### src/rtl/mem_stage.sv
// Memory-access pipeline stage: word load/store over a req/ack data-memory handshake,
// stalls while an access is outstanding, owns the MEM/WB register and resolves branches.
module mem_stage #(
  parameter int TIMEOUT = 16,
  parameter int CNT_W   = 8
) (
  input  logic        clk,
  input  logic        rst,
  input  logic [31:0] EX_MEM_ALU_result,
  input  logic [31:0] EX_MEM_rs2_data,
  input  logic [4:0]  EX_MEM_rd,
  input  logic        EX_MEM_memread,
  input  logic        EX_MEM_memwrite,
  input  logic        EX_MEM_memtoreg,
  input  logic        EX_MEM_regwrite,
  input  logic        EX_MEM_branch,
  input  logic        EX_MEM_zero,
  input  logic        EX_MEM_take,
  output logic        dmem_req,
  output logic        dmem_we,
  output logic [31:0] dmem_addr,
  output logic [31:0] dmem_wdata,
  input  logic [31:0] dmem_rdata,
  input  logic        dmem_ack,
  output logic        MEM_stall,
  output logic        MEM_flush,
  output logic [31:0] MEM_WB_result,
  output logic [4:0]  MEM_WB_rd,
  output logic        MEM_WB_regwrite,
  output logic        MEM_error
);

  typedef enum logic [0:0] {
    IDLE = 1'b0,
    WAIT = 1'b1
  } state_t;

  localparam logic [CNT_W-1:0] CNT_ZERO  = {CNT_W{1'b0}};
  localparam logic [CNT_W-1:0] CNT_ONE   = CNT_W'(1);
  localparam logic [CNT_W-1:0] CNT_LIMIT = CNT_W'(TIMEOUT);

  state_t           state_q, state_d;
  logic [CNT_W-1:0] cnt_q, cnt_d;
  logic [31:0]      wb_result_q, wb_result_d;
  logic [4:0]       wb_rd_q, wb_rd_d;
  logic             wb_regwrite_q, wb_regwrite_d;
  logic             error_q, error_d;

  logic access_s;
  logic load_s;
  logic abort_s;
  logic stall_s;

  // Access classification and abort detection; a simultaneous ack beats the timeout.
  always_comb begin
    access_s = EX_MEM_memread | EX_MEM_memwrite;
    load_s   = EX_MEM_memread & ~EX_MEM_memwrite;
    if ((state_q == WAIT) && !dmem_ack && (cnt_q == CNT_LIMIT)) begin
      abort_s = 1'b1;
    end else begin
      abort_s = 1'b0;
    end
    stall_s = access_s & ~dmem_ack & ~abort_s;
  end

  // Handshake FSM next-state and wait counter.
  always_comb begin
    state_d = state_q;
    cnt_d   = cnt_q;
    case (state_q)
      IDLE: begin
        if (access_s && !dmem_ack) begin
          state_d = WAIT;
          cnt_d   = CNT_ONE;
        end else begin
          state_d = IDLE;
          cnt_d   = CNT_ZERO;
        end
      end
      WAIT: begin
        if (dmem_ack || abort_s) begin
          state_d = IDLE;
          cnt_d   = CNT_ZERO;
        end else begin
          state_d = WAIT;
          cnt_d   = cnt_q + CNT_ONE;
        end
      end
      default: begin
        state_d = IDLE;
        cnt_d   = CNT_ZERO;
      end
    endcase
  end

  // MEM/WB register next values: a stall inserts a bubble and holds rd/result.
  always_comb begin
    wb_result_d   = wb_result_q;
    wb_rd_d       = wb_rd_q;
    wb_regwrite_d = 1'b0;
    if (stall_s) begin
      wb_regwrite_d = 1'b0;
    end else begin
      wb_rd_d       = EX_MEM_rd;
      wb_regwrite_d = EX_MEM_regwrite & ~abort_s;
      if (EX_MEM_memtoreg && load_s) begin
        wb_result_d = dmem_rdata;
      end else begin
        wb_result_d = EX_MEM_ALU_result;
      end
    end
    error_d = error_q | abort_s;
  end

  // State, counter, MEM/WB and sticky error registers.
  always_ff @(posedge clk or posedge rst) begin
    if (rst) begin
      state_q       <= IDLE;
      cnt_q         <= CNT_ZERO;
      wb_result_q   <= 32'h0000_0000;
      wb_rd_q       <= 5'd0;
      wb_regwrite_q <= 1'b0;
      error_q       <= 1'b0;
    end else begin
      state_q       <= state_d;
      cnt_q         <= cnt_d;
      wb_result_q   <= wb_result_d;
      wb_rd_q       <= wb_rd_d;
      wb_regwrite_q <= wb_regwrite_d;
      error_q       <= error_d;
    end
  end

  // Memory-side and pipeline-control outputs; reset silences the request immediately.
  always_comb begin
    if (rst) begin
      dmem_req  = 1'b0;
      MEM_stall = 1'b0;
    end else begin
      dmem_req  = ((state_q == WAIT) | access_s) & ~abort_s;
      MEM_stall = stall_s;
    end
    dmem_we    = EX_MEM_memwrite;
    dmem_addr  = {EX_MEM_ALU_result[31:2], 2'b00};
    dmem_wdata = EX_MEM_rs2_data;
    MEM_flush  = EX_MEM_branch & (EX_MEM_zero ^ EX_MEM_take);
  end

  assign MEM_WB_result   = wb_result_q;
  assign MEM_WB_rd       = wb_rd_q;
  assign MEM_WB_regwrite = wb_regwrite_q;
  assign MEM_error       = error_q;

endmodule

### config.mk
export PLATFORM = sky130hd
export DESIGN_NAME = mem_stage
export DESIGN_NICKNAME = d
export VERILOG_FILES = /design/src/rtl/mem_stage.sv
export SDC_FILE = /design/constraint.sdc
export NUM_CORES = 1
export LEC_CHECK = 0
export CORE_AREA = 2 2 85 87
export CTS_CLUSTER_SIZE = 40
export DETAILED_ROUTE_END_ITERATION = 8
export DIE_AREA = 0 0 87 89
export DONT_BUFFER_PORTS = 1
export HOLD_SLACK_MARGIN = 0.02
export PLACE_DENSITY = 0.56
export REMOVE_ABC_BUFFERS = 1
export SKIP_CTS_REPAIR_TIMING = 1
export SYNTH_ARGS = -nofsm -noshare
export SYNTH_HDL_FRONTEND = slang
export SYNTH_SLANG_ARGS = --single-unit
### constraint.sdc
create_clock -name clk -period 2.7 [get_ports clk]
set_clock_uncertainty 0.15 [all_clocks]
set_input_delay 0.675 -clock clk [delete_from_list [all_inputs] [get_ports clk]]
set_output_delay 0.675 -clock clk [all_outputs]
set_load 0.03 [all_outputs]
==> results of run 1 <==
## layout make-up
type                            count  share of cell area
Inverter                            4             0.00579
Tap cell                           80              0.0386
Multi-Input combinational cell    114               0.419
Timing Repair Buffer               12              0.0357
Sequential cell                    48               0.464
Clock buffer                        6              0.0319
Clock inverter                      2             0.00579
## worst max path at each step
stage / from / end / slack, ns / cells past startpoint
4_1_cts: cnt_q[0] / dmem_req / -0.24 / 6
3_5_place_dp: cnt_q[0] / dmem_req / 0.12 / 6
5_1_grt: cnt_q[0] / MEM_stall / -0.04 / 6
3_3_place_gp: cnt_q[0] / dmem_req / 0.23 / 6
2_1_floorplan: cnt_q[0] / MEM_WB_rd[0] / -0.06 / 5
6_report: cnt_q[0] / MEM_stall / 0.07 / 6
## registers in the layout, summed over array words and instances, names as in the netlist
name and cells:
MEM_WB_result 32, cnt_q 8, MEM_WB_rd 5, MEM_error 1
state_q 1, MEM_WB_regwrite 1
## Yosys cell counts
master / n / area (sq um)
or3b_2: 1 / 8.76
mux2_2: 67 / 754
xnor2_1: 1 / 8.76
buf_4: 65 / 488
clkbuf_1: 3 / 11.3
mux2_1: 2 / 22.5
o21ai_0: 4 / 20.0
and2_1: 1 / 6.26
conb_1: 1 / 3.75
or3_1: 3 / 18.8
o21ba_2: 1 / 10.0
dfrtp_1: 48 / 1200
nand3_1: 3 / 15.0
nand4_1: 1 / 6.26
ha_1: 2 / 25.0
nand2_1: 3 / 11.3
o21bai_1: 2 / 15.0
nor3_1: 4 / 20.0
or2_2: 1 / 6.26
inv_1: 4 / 15.0
o31ai_4: 1 / 21.3
nand3b_1: 1 / 7.51
nor2_1: 5 / 18.8
o22ai_1: 1 / 6.26
a21oi_1: 3 / 15.0
xor2_1: 3 / 26.3
or4b_4: 1 / 13.8
nand2b_1: 1 / 6.26
buf_6: 3 / 33.8
## worst reg2reg max path, stage by stage, from the launching register on
cell,delay [ns]
dfrtp_1,0.42
inv_1,0.07
ha_1,0.14
or3b_4,0.41
buf_4,0.16
o31ai_4,0.19
buf_4,0.34
mux2_2,0.40
## per-stage QoR
step | hold WS [ns] | cells
2_1_floorplan | 0.324 | 166
3_3_place_gp | 0.335 | 254
3_5_place_dp | 0.343 | 254
4_1_cts | 0.00300 | 262
5_1_grt | 0.331 | 266
6_report | 0.340 | 266
## routing by layer
metal	up-vias	global-route usage
met5	-	0.0455
met4	2	0.0540
met3	12	0.118
met2	148	0.251
met1	739	0.180
li1	631	-
## layout by cell type, fill, tap and decap left out
| master | Yosys | routed |
|---|---|---|
| nor3_1 | 4 | 3 |
| inv_1 | 4 | 3 |
| mux2_1 | 2 | 2 |
| or3b_4 | 0 | 1 |
| conb_1 | 1 | 2 |
| xnor2_1 | 1 | 1 |
| clkinvlp_4 | 0 | 2 |
| o21bai_1 | 2 | 2 |
| nand2b_1 | 1 | 1 |
| xor2_1 | 3 | 3 |
| dfrtp_1 | 48 | 48 |
| nand4_1 | 1 | 1 |
| or3_1 | 3 | 3 |
| buf_4 | 65 | 11 |
| or4b_4 | 1 | 1 |
| nor2_1 | 5 | 5 |
| and2_1 | 1 | 1 |
| o31ai_4 | 1 | 1 |
| o21ai_0 | 4 | 4 |
| dlygate4sd3_1 | 0 | 1 |
| o21ba_2 | 1 | 1 |
| nand3b_1 | 1 | 1 |
| ha_1 | 2 | 2 |
| o22ai_1 | 1 | 1 |
| mux2_2 | 67 | 67 |
| nand3_1 | 3 | 3 |
| or2_2 | 1 | 1 |
| nor3_4 | 0 | 1 |
| nand2_1 | 3 | 3 |
| clkbuf_8 | 0 | 6 |
| a21oi_1 | 3 | 3 |
| inv_2 | 0 | 1 |
## cell families after synthesis
logic type	share of synthesized area
adders and majority gates	0.00888
DFF	0.426
AOI/OAI and AO/OA	0.0311
other	0.00133
buffers and inverters	0.195
and+or+nand+nor	0.0493
xor gates and xnor gates	0.0124
muxes	0.276
## where the power goes
part | internal (mW) | leakage (nW) | switching, mW
Clock | 0.208 | 0.0434 | 0.244
Combinational | 0.118 | 0.447 | 0.0921
Sequential | 0.788 | 0.581 | 0.187
Total | 1.11 | 1.07 | 0.523
==> metrics, run 1 <==
CTS H-tree lvls=2; PortBufs=0; Starting Density=0.419; P per Cell Area=632 nW/um^2; Req. time, crit path=1.88 ns; DP Worst Slack=0.119 ns; peak supply drop=0.000247 V; Overflow after GRT=0; critical path endpoint category=output pin; Pleak=1.07 nW; Met1 Wirelength=2.30 mm; reg2reg path depth=7; Skew-Pair Late Insertion Delay=around 0.30 ns; FMAX=between 300 and 400 MHz; DRC viols=0; Layout Utilization=0.386; clock transition at the registers of the reported paths=0.10 ns; Top delay family on crit path=simple AND/OR/NAND/NOR gates; CTS max path bufs=2; min cycle time layout=2.63 ns; crit start category=flop; first-pass GRT wire length=a little over 9 mm; fillers=644; total track usage=0.165; slowest CP cell=dfrtp_1; #FFs+latches synth=48; Total Neg Setup Slack=0 ns; slew margin rel.=0.611; worst slew pin tran=0.582 ns; Netlist cell types=29; # IOs=218; Reg2Reg Setup Slack=0.31 ns; Yosys Warn Count=0; CORE AREA=between 6000 and 7000 sq um; endpoints failing hold=0; crit path DAT=1.81 ns; vias in the first global route=between 1,500 and 2,000; Crit Path Class=flop to output pin; unrepaired setup endpoints after global routing=yes; Netlist Area Pre-Place=2820 sq um; DR vias=1,532; final setup vio count=0; final WL=6.63 mm; Final Slew Violations=0; Clock Sink Count=between 40 and 50; DR WL met2=3.11 mm; status=finished clean; WL met3=1.07 mm; multi-input logic area=1080 sq um; Mapped Cells=236; vias per cell=5.76; antenna cells=0; max_cap viols=0; Die W=approximately 87 microns; Final period util=0.975; die area=between 7000 and 8000 sq um; hpwl dp=5.42 mm; design area=2590 sq um; setup ws final=0.0663 ns; initial antenna violation count=0; critical-path cell list=inv_1, ha_1, or3b_4, nor3_4, nor3_1, buf_4; DRT Pass-1 Iters=4; NumNets Final=around 300; Reg area=1200 sq um; CP Max Fanout=4; Critical R2R Capture=MEM_WB_result[27]; hold path cells=2; DR WL/cell=24.9 microns; DRT iter0 DRCs=49; Root Driver=clkbuf_8; overall power=1.64 mW; sequential area share after synthesis=0.426; ANT nets after route=0; Syn Area/Cell=11.9 sq um; placed cell area=roughly 2400 sq um; RR Startpoint=cnt_q[0]; Min-Delay Startpoint=EX_MEM_regwrite; Hold EP=MEM_WB_regwrite; gpl congestion=0.802; HP Class=primary input to flop; highest routed layer=met5; largest net degree at the start of global routing=26; CP bufs+invs=2; max incr delay on CP=0.42 ns; area growth from synthesis to layout=-8.00%; CTS buffer count=5; share of layout cells above drive strength 1=0.500; TritonCTS clock tree=done; die height=about 89 microns; # rows=30
(Power assumes the default switching activity.)
==> run 2, diff against run 1 <==
--- a/config.mk
+++ b/config.mk
@@ -6,6 +6,7 @@
 export NUM_CORES = 1
 export LEC_CHECK = 0
 export CORE_AREA = 2 2 85 87
+export CTS_BUF_LIST = sky130_fd_sc_hd__clkbuf_16
 export CTS_CLUSTER_SIZE = 40
 export DETAILED_ROUTE_END_ITERATION = 8
 export DIE_AREA = 0 0 87 89
==> run 2 against run 1 <==
  * Die area did not move
  * Clock power grew 33%
  * Total power is 9.1% higher
  * Wire length is 0.14% higher
  * Worst hold slack worse by 0.31 ns
  * Global-route usage about the same
  * Sequential share of layout area down 0.64 points
  * Clock-buffer cell count is 1 lower
  * Critical path depth unchanged
  * First-iteration DRC count down 6.1%
  * Cell area up 1.4%
==> metrics, run 2 (synthesis gave the netlist of run 1 again) <==
critical-path cell list=inv_1, ha_1, or3b_4, nor3_4, nor3_1, buf_4; DR vias=1,517 (-0.98%); FMAX=383 MHz (+0.81%); DR WL/cell=25.1 microns (+0.51%); critical path endpoint category=output pin; final WL=6.64 mm (+0.14%); min cycle time layout=2.61 ns (-0.0212 ns); NumNets Final=297 (-0.34%); # rows=30 (unchanged); vias per cell=5.72 (-0.61%); Root Driver=clkbuf_16; Req. time, crit path=1.88 ns (about the same); peak supply drop=0.000249 V (+0.70%); multi-input logic area=1080 sq um (unchanged); final cell count without fillers=265 (-0.38%); CTS buffer count=5 (unchanged); CORE AREA=6720 sq um (unchanged); Final Slew Violations=0 (unchanged); Pleak=1.09 nW (+1.5%); total track usage=0.166 (+0.000196); Overflow after GRT=0 (unchanged); Final period util=0.968 (-0.00786); crit path DAT=1.79 ns (-0.02 ns); status=finished clean; PortBufs=0 (unchanged); DRC viols=0 (unchanged); slew margin rel.=0.619 (+0.00760); vias in the first global route=1,619 (+0.19%); ANT nets after route=0 (unchanged); die height=89 microns (unchanged); clock transition at the registers of the reported paths=0.07 ns (-0.03 ns); cell total after placement=254 (unchanged); Clock Sink Count=48 (unchanged); CTS max path bufs=2 (unchanged); TritonCTS clock tree=done; HP Class=primary input to asynchronous set/reset pin; Switch Pwr=540 uW (+3.3%); max reg flops=32 (unchanged); fillers=643 (-0.16%); max_cap viols=0 (unchanged); CP bufs+invs=2 (unchanged); share of layout cells above drive strength 1=0.497 (-0.00270); setup ws final=0.0875 ns (+0.0212 ns); final setup vio count=0 (unchanged); worst slew pin tran=0.571 ns (-0.0114 ns); first-pass GRT wire length=9.27 mm (about the same); CTS H-tree lvls=2 (unchanged); most frequent cells in the layout=mux2_2, dfrtp_1, buf_4; Die W=87 microns (unchanged); DRT Pass-1 Iters=4 (unchanged); initial antenna violation count=0 (unchanged); Top delay family on crit path=simple AND/OR/NAND/NOR gates; slowest CP cell=dfrtp_1; Net Sw Frac=0.302 (-0.0169); Skew-Pair Late Insertion Delay=0.29 ns (about the same); hpwl dp=5.42 mm (unchanged); clock network power share=0.337 (+0.061); Comb pwr share=0.116 (-0.013); max incr delay on CP=0.41 ns (about the same); endpoints failing hold=0 (unchanged); largest net degree at the start of global routing=26 (unchanged); commonest non-fill, non-tap cell in the layout=mux2_2; Reg area=1200 sq um (unchanged); P per Cell Area=680 nW/um^2 (+7.6%); sequential share of power=0.547 (-0.049); antenna cells=0 (unchanged); # IOs=218 (unchanged); DP Worst Slack=0.119 ns (unchanged); Crit Path Class=flop to output pin; die area=7740 sq um (unchanged); area growth from synthesis to layout=-6.71%; Starting Density=0.419 (unchanged); CP Max Fanout=4 (unchanged); DRT iter0 DRCs=46 (-6.1%); P_int=1.25 mW (+12%); gpl congestion=0.802 (unchanged); crit start category=flop
-- run 2: cell count changes in the layout (fill, tap and decap cells not counted), sizes merged --
cell / previous run / this run
clkbuf: 6 / 5
clkinv: 0 / 1
dlygate4sd3: 1 / 0
-- run 2: per-stage QoR --
step	power, mW	instance area [sq um]	utilization	TNS (ns)	hold WS [ns]
2_1_floorplan	1.14	2290	-	-2.10	0.324
3_3_place_gp	1.18	2450	0.364	0	0.335
3_5_place_dp	1.20	2450	0.364	0	0.343
4_1_cts	1.81	2590	0.386	-0.395	0.0306
5_1_grt	1.87	2630	0.391	-0.00499	0.0366
6_report	1.79	2630	0.391	0	0.0313
-- run 2: power groups by stage --
stage / clock network (mW) / logic, mW / registers (mW)
2_1_floorplan: 0 / 0.165 / 0.974
3_3_place_gp: 0 / 0.190 / 0.989
3_5_place_dp: 0 / 0.203 / 0.992
4_1_cts: 0.625 / 0.203 / 0.978
5_1_grt: 0.652 / 0.230 / 0.985
6_report: 0.602 / 0.208 / 0.976
-- run 2: layout make-up --
class,instances,area share
well taps,80,0.0381
clock buffers,5,0.0476
multi-input cells,114,0.413
clock inverters,3,0.00714
repair buffers,11,0.0314
flip-flops and latches,48,0.457
inverters,4,0.00571
-- run 2: final timing paths --
kind                                      to       startpoint  slack [ns]  cells after the start
max                                 dmem_req         cnt_q[0]        0.09                      6
min                                  state_q              rst        0.03                      1
max reg2reg                MEM_WB_result[27]         cnt_q[5]        0.42                      4
min reg2reg                         cnt_q[0]          state_q        0.39                      1
max in group asynchronous  MEM_WB_result[31]              rst        1.83                      2
min in group clk             MEM_WB_regwrite  EX_MEM_regwrite        0.36                      2
-- run 2: routing by layer --
layer / up-vias / share of wire / track usage
met1: 725 / 0.35 / 0.180
met4: 2 / 0.016 / 0.0540
met3: 12 / 0.16 / 0.118
li1: 631 / - / -
met5: - / 0.0060 / 0.0455
met2: 147 / 0.46 / 0.251
==> RTL edit, RTL diff (flow settings as in run 1) <==
Set the parameter `CNT_W` to 9 (it was 8).
--- a/src/rtl/mem_stage.sv
+++ b/src/rtl/mem_stage.sv
@@ -2,7 +2,7 @@
 // stalls while an access is outstanding, owns the MEM/WB register and resolves branches.
 module mem_stage #(
   parameter int TIMEOUT = 16,
-  parameter int CNT_W   = 8
+  parameter int CNT_W   = 9
 ) (
   input  logic        clk,
   input  logic        rst,
Function: no difference found for any inputs over 10 cycles, from zero or initial values and one cycle with rst high; that may be too few to reach the edited logic, so the function may still have changed.
==> RTL edit against run 1 <==
  * Worst hold slack better by 0.0048 ns
  * Cell area is 2.3% higher
  * Register-to-register slack worse by 0.06 ns
  * Total power is 0.38% higher
  * Sequential share of layout area is 0.084 points lower
  * Highest routed layer unchanged
  * Critical path depth stayed put
  * Area after synthesis is 3.3% higher
  * Wire length is 22% higher
  * Via count is 0.26% higher
  * Global-route usage is 3.5 points higher
  * Worst setup slack worse by 0.048 ns
  * Sequential cell count is 1 higher
  * Non-clock buffer count is 4 lower
==> RTL edit: results (changes against run 1) <==
The reported net switching power came out at 509 uW (-2.6%). The sum of met2 wire segment lengths after detailed routing came out at 4180 um (+34%). The post-CTS clock slew at the launch and capture registers of the worst setup and hold paths came out at 0.08 ns (-0.02 ns). The worst-case headroom to the max-slew limit is 31.4% (-30 points). The pre-CTS worst setup slack is 0.0968 ns (-0.0223 ns).

The met2 usage in global routing came to 35.3% (+10 points). The cell count after placement is 256 (+0.79%). The total length of routed met3 wires is 1440 um (+35%). In this run the worst setup path terminates at dmem_req. The reg-to-reg startpoint is cnt_q[0]$_DFF_PP0_. The global-route met3 utilization was 17.5% (+5.7 points). The fraction of power consumed by the clock network is 26.1% (-1.5 points). The count of routing violations after the opening detailed-route iteration is 53 (+8.2%).

The setup slack on the worst flop-to-flop path is 0.25 ns (-0.06 ns). The fraction of met1 tracks used by global routing came to 13.2% (-4.8 points). The routed metal-1 wire length was 1870 um (-19%). The first-pass iteration count of the detailed router is 4 (unchanged). By area the synthesized netlist is led by dfrtp_1 (42%), mux2_2 (22%), buf_4 (17%). The proportion of synthesized chip area in sequential cells came out at 42.2% (-0.50 points). The final worst-path cycle share is 99.3% (+1.8 points). The pin count of the biggest net entering global routing came out at 50 (+92%). The instance area after placement came out at 2530 sq um (+3.4%). In this run the critical register-to-register path is captured at MEM_WB_result[31]$_DFFE_PP0P_. The wire length of the first global-routing pass came out at 10500 um (+14%). The detailed router used layers up to and including met5. The critical path arrival came out at 1.86 ns (+0.05 ns). The clock-net power is 428 uW (-5.3%).

The run finished with clean final reports. The maximum ir drop on the vdd rail is 0.000182 V (-26%). The detailed-route wire length per cell was 30.3 um (+22%). The final-stage net count is 299 (+0.34%).

The standby leakage power came out at 0.00112 uW (+4.9%). The distinct cell type count of the synthesized netlist is 30 (+3.4%). The combinational cell fraction of total power came out at 13.5% (+0.6 points). The final weighted congestion in routability-driven placement is 0.761 (-5.1%). The mean number of vias per cell came out at 5.77 (+0.26%). The largest fanout on the critical path came out at 5 (+1). The placed wire-length estimate was 6650 um (+23%). The share of post-route cells with drive strength above 1 came out at 47.3% (-2.7 points). The number of fillers in the final layout was 645 (+0.16%). By count the netlist is led by buf_4 (65), mux2_2 (57), dfrtp_1 (49).

The via count of the first global-routing pass is 1546 (-4.3%). The worst hold path cell count is 2 (unchanged). The gate count after technology mapping is 241 (+2.1%). The total wire length after detailed routing came out at 8060 um (+22%).

The total routing usage reported by global routing came to 20.0% (+3.5 points).
[RTL edit: cell count changes after synthesis, moves of 2 or more]
cell,delta
nand2_1,+2
or4_1,+2
mux2_4,+10
mux2_2,-10
o31ai_1,+2
[RTL edit: critical path, stage by stage (launching register included)]
cell     delay [ns]
dfrtp_1        0.43
inv_1          0.08
ha_1           0.14
or4b_4         0.48
nor3_4         0.18
nor3_1         0.09
buf_4          0.17
[RTL edit: worst min-delay path by stage]
stage                             from                         to  slack, ns
global route           EX_MEM_regwrite  MEM_WB_regwrite$_DFF_PP0_       0.33
finish                 EX_MEM_regwrite  MEM_WB_regwrite$_DFF_PP0_       0.34
detailed placement   state_q$_DFF_PP0_          state_q$_DFF_PP0_       0.39
CTS                    EX_MEM_regwrite  MEM_WB_regwrite$_DFF_PP0_       0.33
global placement    cnt_q[0]$_DFF_PP0_         cnt_q[0]$_DFF_PP0_       0.37
floorplan            state_q$_DFF_PP0_          state_q$_DFF_PP0_       0.33
[RTL edit: layout make-up]
| type | instances | area (sq um) | area share (%) |
|---|---|---|---|
| well taps | 80 | 100 | 3.78 |
| inverters | 4 | 15.0 | 0.567 |
| multi-input cells | 118 | 1150 | 43.4 |
| clock buffers | 7 | 86.3 | 3.26 |
| repair buffers | 8 | 72.6 | 2.74 |
| flip-flops and latches | 49 | 1230 | 46.3 |
[RTL edit: kinds of logic (layout without fill, tap and decap cells)]
| kind of cell | after synthesis | in the layout | share of synthesized area (%) |
|---|---|---|---|
| compound gates | 14 | 14 | 3.53 |
| simple gates | 27 | 27 | 5.29 |
| mux | 69 | 69 | 28.0 |
| xor+xnor | 4 | 4 | 1.20 |
| buf+inv | 75 | 19 | 18.8 |
| flops | 49 | 49 | 42.2 |
| fa+ha+maj | 2 | 2 | 0.860 |
| other cells | 1 | 2 | 0.129 |
